File: src/rtl/spi_target_pkg.sv
// Shared types and constants for the SPI target (mode 0, MSB first).
// SPI_TARGET_DC_EN widens the RX FIFO by one bit to carry the D/C flag.
package spi_target_pkg;

  typedef enum logic {
    ST_IDLE,
    ST_SHIFT
  } state_t;

  localparam logic [7:0] TX_IDLE_BYTE = 8'hFF;

`ifdef SPI_TARGET_DC_EN
  localparam int FIFO_W = 9;
`else
  localparam int FIFO_W = 8;
`endif

endpackage

File: src/rtl/spi_target_fifo.sv
// RX FIFO with a registered head word (zero when empty); push and pop may share a cycle,
// including when full, where the popped slot is reused by the incoming word.
module spi_target_fifo
  import spi_target_pkg::*;
#(
  parameter int DEPTH = 4
) (
  input  logic              clk,
  input  logic              rst,
  input  logic              push,
  input  logic [FIFO_W-1:0] din,
  input  logic              pop,
  output logic [FIFO_W-1:0] head,
  output logic              not_empty,
  output logic              overflow
);

  localparam int AW = $clog2(DEPTH);
  localparam int CW = AW + 1;

  logic [FIFO_W-1:0] mem [DEPTH];
  logic [AW-1:0]     wr_ptr, rd_ptr, rd_ptr_nx;
  logic [CW-1:0]     count, count_nx;
  logic              empty, full, do_push, do_pop;
  logic [FIFO_W-1:0] head_nx;

  always_comb begin
    empty     = (count == '0);
    full      = (count == CW'(DEPTH));
    do_pop    = pop && !empty;
    do_push   = push && (!full || do_pop);
    overflow  = push && full && !do_pop;
    rd_ptr_nx = do_pop ? rd_ptr + AW'(1) : rd_ptr;
    count_nx  = count + CW'(do_push) - CW'(do_pop);
    head_nx   = '0;
    // The next head is the word being written only when it lands in the slot the read pointer moves to.
    if (count_nx != '0)
      head_nx = (do_push && (rd_ptr_nx == wr_ptr)) ? din : mem[rd_ptr_nx];
  end

  always_ff @(posedge clk) begin
    if (rst) begin
      wr_ptr <= '0;
      rd_ptr <= '0;
      count  <= '0;
      head   <= '0;
    end else begin
      if (do_push) wr_ptr <= wr_ptr + AW'(1);
      rd_ptr <= rd_ptr_nx;
      count  <= count_nx;
      head   <= head_nx;
    end
  end

  always_ff @(posedge clk) begin
    if (do_push) mem[wr_ptr] <= din;
  end

  assign not_empty = !empty;

endmodule

File: src/rtl/spi_target_ctrl.sv
// SPI target, mode 0, MSB first: oversampled CS/SCK/MOSI, RX FIFO, single TX holding byte.
// Define SPI_TARGET_DC_EN to add spi_dc_in, captured with each byte and returned on rx_dc.
module spi_target_ctrl
  import spi_target_pkg::*;
#(
  parameter int RX_DEPTH    = 4,
  parameter int SYNC_STAGES = 2
) (
  input  logic       clk,
  input  logic       rst,
  input  logic       spi_cs_n,
  input  logic       spi_sck,
  input  logic       spi_mosi,
`ifdef SPI_TARGET_DC_EN
  input  logic       spi_dc_in,
`endif
  output logic       spi_miso,
  output logic       spi_miso_oe,
  input  logic [7:0] tx_data,
  input  logic       tx_load,
  output logic       tx_empty,
  input  logic       rx_read,
  output logic       rx_valid,
  output logic [7:0] rx_data,
  output logic       rx_dc,
  output logic       rx_overrun,
  input  logic       clr_overrun,
  output logic       busy
);

  logic [SYNC_STAGES-1:0] cs_sync, sck_sync, mosi_sync;
  logic                   cs_prev, sck_prev;
  logic                   cs_s, sck_s, mosi_s;
  logic                   cs_fall, cs_rise, sck_rise, sck_fall;

  state_t            state, state_nx;
  logic [2:0]        bit_cnt;
  logic              reload_pend;
  logic [7:0]        hold, tx_shift, load_byte, rx_byte;
  logic [6:0]        rx_shift;
  logic              start, active, bit_rise, byte_done, reload;
  logic              push, overflow;
  logic [FIFO_W-1:0] fifo_din, fifo_head;

  // CS resets high and SCK low so no false edge appears when reset releases.
  always_ff @(posedge clk) begin
    if (rst) begin
      cs_sync  <= '1;
      sck_sync <= '0;
      cs_prev  <= 1'b1;
      sck_prev <= 1'b0;
    end else begin
      cs_sync  <= {cs_sync[SYNC_STAGES-2:0], spi_cs_n};
      sck_sync <= {sck_sync[SYNC_STAGES-2:0], spi_sck};
      cs_prev  <= cs_s;
      sck_prev <= sck_s;
    end
  end

  always_ff @(posedge clk) begin
    mosi_sync <= {mosi_sync[SYNC_STAGES-2:0], spi_mosi};
  end

  assign cs_s     = cs_sync[SYNC_STAGES-1];
  assign sck_s    = sck_sync[SYNC_STAGES-1];
  assign mosi_s   = mosi_sync[SYNC_STAGES-1];
  assign cs_fall  = cs_prev & ~cs_s;
  assign cs_rise  = ~cs_prev & cs_s;
  assign sck_rise = ~sck_prev & sck_s;
  assign sck_fall = sck_prev & ~sck_s;

  always_ff @(posedge clk) begin
    if (rst) state <= ST_IDLE;
    else     state <= state_nx;
  end

  always_comb begin
    state_nx = state;
    unique case (state)
      ST_IDLE:  if (cs_fall) state_nx = ST_SHIFT;
      ST_SHIFT: if (cs_rise) state_nx = ST_IDLE;
      default:  state_nx = ST_IDLE;
    endcase
  end

  always_comb begin
    start     = (state == ST_IDLE) && cs_fall;
    active    = (state == ST_SHIFT);
    bit_rise  = active && sck_rise;
    byte_done = bit_rise && (bit_cnt == 3'd7);
    reload    = start || (active && sck_fall && reload_pend);
    // A tx_load landing on a reload goes straight into the shifter.
    load_byte = tx_load ? tx_data : (tx_empty ? TX_IDLE_BYTE : hold);
    rx_byte   = {rx_shift, mosi_s};
    push      = byte_done;
  end

  always_ff @(posedge clk) begin
    if (rst) begin
      tx_empty    <= 1'b1;
      bit_cnt     <= 3'd0;
      reload_pend <= 1'b0;
      rx_overrun  <= 1'b0;
    end else begin
      if (reload)       tx_empty <= 1'b1;
      else if (tx_load) tx_empty <= 1'b0;
      if (start) begin
        bit_cnt     <= 3'd0;
        reload_pend <= 1'b0;
      end else if (bit_rise) begin
        bit_cnt <= bit_cnt + 3'd1;
        if (byte_done) reload_pend <= 1'b1;
      end else if (reload) begin
        reload_pend <= 1'b0;
      end
      if (overflow)         rx_overrun <= 1'b1;
      else if (clr_overrun) rx_overrun <= 1'b0;
    end
  end

  always_ff @(posedge clk) begin
    if (tx_load) hold <= tx_data;
    if (reload)                    tx_shift <= load_byte;
    else if (active && sck_fall)   tx_shift <= {tx_shift[6:0], 1'b1};
    if (bit_rise) rx_shift <= rx_byte[6:0];
  end

  // On the selecting cycle the shifter is still loading, so present its bit 7 directly.
  assign spi_miso_oe = ~cs_s;
  assign busy        = ~cs_s;
  assign spi_miso    = cs_s ? 1'b1 : (start ? load_byte[7] : tx_shift[7]);

`ifdef SPI_TARGET_DC_EN
  logic [SYNC_STAGES-1:0] dc_sync;

  always_ff @(posedge clk) begin
    dc_sync <= {dc_sync[SYNC_STAGES-2:0], spi_dc_in};
  end

  assign fifo_din = {dc_sync[SYNC_STAGES-1], rx_byte};
  assign rx_dc    = fifo_head[8];
`else
  assign fifo_din = rx_byte;
  assign rx_dc    = 1'b0;
`endif

  assign rx_data = fifo_head[7:0];

  spi_target_fifo #(
    .DEPTH(RX_DEPTH)
  ) u_fifo (
    .clk      (clk),
    .rst      (rst),
    .push     (push),
    .din      (fifo_din),
    .pop      (rx_read),
    .head     (fifo_head),
    .not_empty(rx_valid),
    .overflow (overflow)
  );

endmodule
File: config.mk
export PLATFORM = sky130hd
export DESIGN_NAME = spi_target_ctrl
export DESIGN_NICKNAME = d
export VERILOG_FILES = /design/src/rtl/spi_target_pkg.sv /design/src/rtl/spi_target_fifo.sv /design/src/rtl/spi_target_ctrl.sv
export SDC_FILE = /design/constraint.sdc
export NUM_CORES = 1
export LEC_CHECK = 0
export ABC_AREA = 0
export BUFFER_PORTS_ARGS = -buffer_cell sky130_fd_sc_hd__buf_2
export CAP_MARGIN = 20
export CORE_ASPECT_RATIO = 1.4
export CORE_MARGIN = 3
export CORE_UTILIZATION = 63
export DETAILED_ROUTE_END_ITERATION = 16
export PLACE_DENSITY = 0.87
export SYNTH_ARGS = -nofsm -noshare
export SYNTH_HDL_FRONTEND = slang
export SYNTH_HIERARCHICAL = 1
export SYNTH_SLANG_ARGS = --single-unit
File: constraint.sdc
create_clock -name clk -period 6.88 [get_ports clk]
set_input_delay 0.344 -clock clk [delete_from_list [all_inputs] [get_ports clk]]
set_output_delay 0.344 -clock clk [all_outputs]
set_load 0.005 [all_outputs]
==> metrics <==
run status finished, final reports clean; Ys Warns 6; worst r2r dst u_fifo/head[2]; PwrDens 354 nW/um^2; total gr overflow 0; Worst-Skew Late Latency 0.34 ns; Total Routed Length 6600 um; largest net degree at the start of global routing 29; # Max-Cap Violations 0; fmax 0.269 GHz; RSZ-0062 raised after global routing false; Synthesized Nets 302; Crit. End Element register; Fill cells 357; number of distinct library cells after synthesis 47; Slew Viols, Final 0; Crit Path Category register to register; hold path endpoint mosi_sync[0]; hold bufs inserted after CTS 0; Peak VDD IR 0.361 mV; Worst Path Arrival 3.99 ns; floorplan core area 5610 um^2; most frequent cells after synthesis edfxtp_1 (55), dfxtp_1 (30), o21ai_0 (18); vias per inst 5.98; drt initial violations 227; final net count 329; CTS Buffer Depth 2; global placer's final weighted congestion 0.796; most frequent cell after synthesis edfxtp_1; vias in the first global route 2249; DRC viols 0; hpwl dp 4450 um; Layout Area Growth over Synthesis 12.7%; Max H-tree Level 3; Total GRT Usage 20.5%; dpl cell area 3860 um^2; final setup fails 0; die area 6840 um^2; initial antenna violation count 0; register area share after synthesis 60.9%; n_diodes 0; Avg Cell Area, Syn 13.3 um^2; DIE HEIGHT 96.6 um; area leader, netlist edfxtp_1; postcts setup bufs 0; first-pass GRT wire length 10800 um; CTS Buf Count 9; prevailing post-synth register cell edfxtp_1; Final Hold Viols 0; leakage power 1.53 nW; total number of vias 2254; Cells on Worst Hold Path 1; worst min-delay path startpoint spi_mosi; crit path time final 3.72 ns; end-of-flow core utilization 74.4%; chip width 70.7 um; share of cells above drive strength 1 26.5%; CTS sink cnt 85; setup slack, reg-to-reg 3.16 ns; Cell Area, Synth 3700 um^2; Initial DRT Pass Iterations 4; Async SR Flop Fraction 0%; Routed wire per std cell 17.5 um; worst hold-check path type primary input to register; # rows 32; Yosys top cell area share 44.7%; Worst Hold Slack 0.100 ns; Synth area leaders edfxtp_1 (45%), dfxtp_1 (16%), ha_1 (2.7%); Routed Antenna Nets 0; Cells after Synth 277; Initial Util 66.0%; Worst R2R Path Depth 12; flops & latches, synth 85; Root Buffer clkbuf_8; CTS tree done; CP Max Fanout 12; EDFF count, synth 55; PostCTS Resize Cnt 0; worst slew pin tran 0.955 ns; setup_tns 0 ns; num ports 31; final worst-path cycle share 54.1%; WP data required 7.15 ns; fin area 4170 um^2; CP startpoint kind register; port bufs 29; Reg clk slew, reported paths 0.08 ns; clock skew 0.00591 ns; reg2reg start active; relative slew slack 36.2%
[metal layers]
| layer | GRT usage [%] | part of all wire, % | routed length, um |
|---|---|---|---|
| met2 | 34.3 | 52 | 3460 |
| met1 | 24.4 | 40 | 2610 |
| met5 | 0 | 0 | 0 |
| met3 | 3.64 | 4.7 | 307 |
| met4 | 11.9 | 3.4 | 223 |
[layout by cell type, fill, tap and decap left out, drive strengths merged, types with 7 or more instances in the layout]
master / n
or3: 18
nand2: 10
mux2: 14
inv: 12
buf: 30
o21ai: 18
nor2: 17
nor3b: 9
o2bb2ai: 7
dfxtp: 30
o2111ai: 8
edfxtp: 55
nor3: 10
clkbuf: 10
ha: 8
[cell type report]
| class | count | area [um^2] | area share (%) |
|---|---|---|---|
| Sequential cell | 85 | 2250 | 54.0 |
| Tap cell | 68 | 85.1 | 2.04 |
| Clock buffer | 10 | 149 | 3.57 |
| Inverter | 12 | 52.6 | 1.26 |
| Multi-Input combinational cell | 166 | 1320 | 31.7 |
| Clock inverter | 6 | 155 | 3.72 |
| Timing Repair Buffer | 30 | 153 | 3.66 |
[flip-flops by register name, indices dropped and copies added, names as in the netlist]
register / cells
u_fifo/mem: 32
hold: 8
tx_shift: 8
u_fifo/head: 8
rx_shift: 7
bit_cnt: 3
u_fifo/count: 3
cs_sync: 2
mosi_sync: 2
sck_sync: 2
u_fifo/rd_ptr: 2
u_fifo/wr_ptr: 2
active: 1
cs_prev: 1
reload_pend: 1
rx_overrun: 1
sck_prev: 1
tx_empty: 1
[per-stage QoR]
step | cells | worst slack (ns) | total power, W
final | 377 | 3.16 | 0.00148
after detailed placement | 361 | 3.21 | 0.000971
after global placement | 361 | 3.30 | 0.000955
after CTS | 377 | 3.17 | 0.00148
after floorplan | 277 | 3.67 | 0.000887
after global routing | 377 | 2.95 | 0.00154
[critical path: stages (launching register included)]
cell and delay [ns]:
dfxtp_1 0.42, and3b_1 0.51, and2_1 0.21, and2b_4 0.22
inv_8 0.05, ha_1 0.27, inv_1 0.04, ha_1 0.20
fa_1 0.39, xor3_2 0.43, a21oi_4 0.18, nor4b_4 0.52
o2bb2ai_1 0.19
[power by group]
part	internal [W]	switching (W)	total, W	leakage, nW
Sequential	0.000578	0.0000481	0.000626	0.748
Clock	0.000336	0.000173	0.000509	0.152
Combinational	0.000162	0.000180	0.000342	0.630
Total	0.00108	0.000401	0.00148	1.53
[how the worst max path moves through the flow]
stage / start / slack [ns] / to / cells past startpoint
after CTS: active / 3.17 / u_fifo/head[2] / 12
after detailed placement: active / 3.21 / u_fifo/head[2] / 12
after global routing: u_fifo/count[1] / 2.95 / u_fifo/head[6] / 10
final: active / 3.16 / u_fifo/head[2] / 12
after floorplan: active / 3.67 / u_fifo/head[5] / 13
after global placement: active / 3.30 / u_fifo/head[5] / 12
[kinds of logic (layout without fill, tap and decap cells)]
kind of cell	count (synthesis)	after routing	synth area share (%)
and+or+nand+nor	84	84	13.3
adders and majority gates	9	9	3.25
xor gates and xnor gates	9	9	2.98
AOI/OAI and AO/OA	46	46	10.4
DFF	85	85	60.9
muxes	17	17	5.69
buffers and inverters	26	58	3.35
other	1	1	0.101
Power figures use the tool's default switching activity.
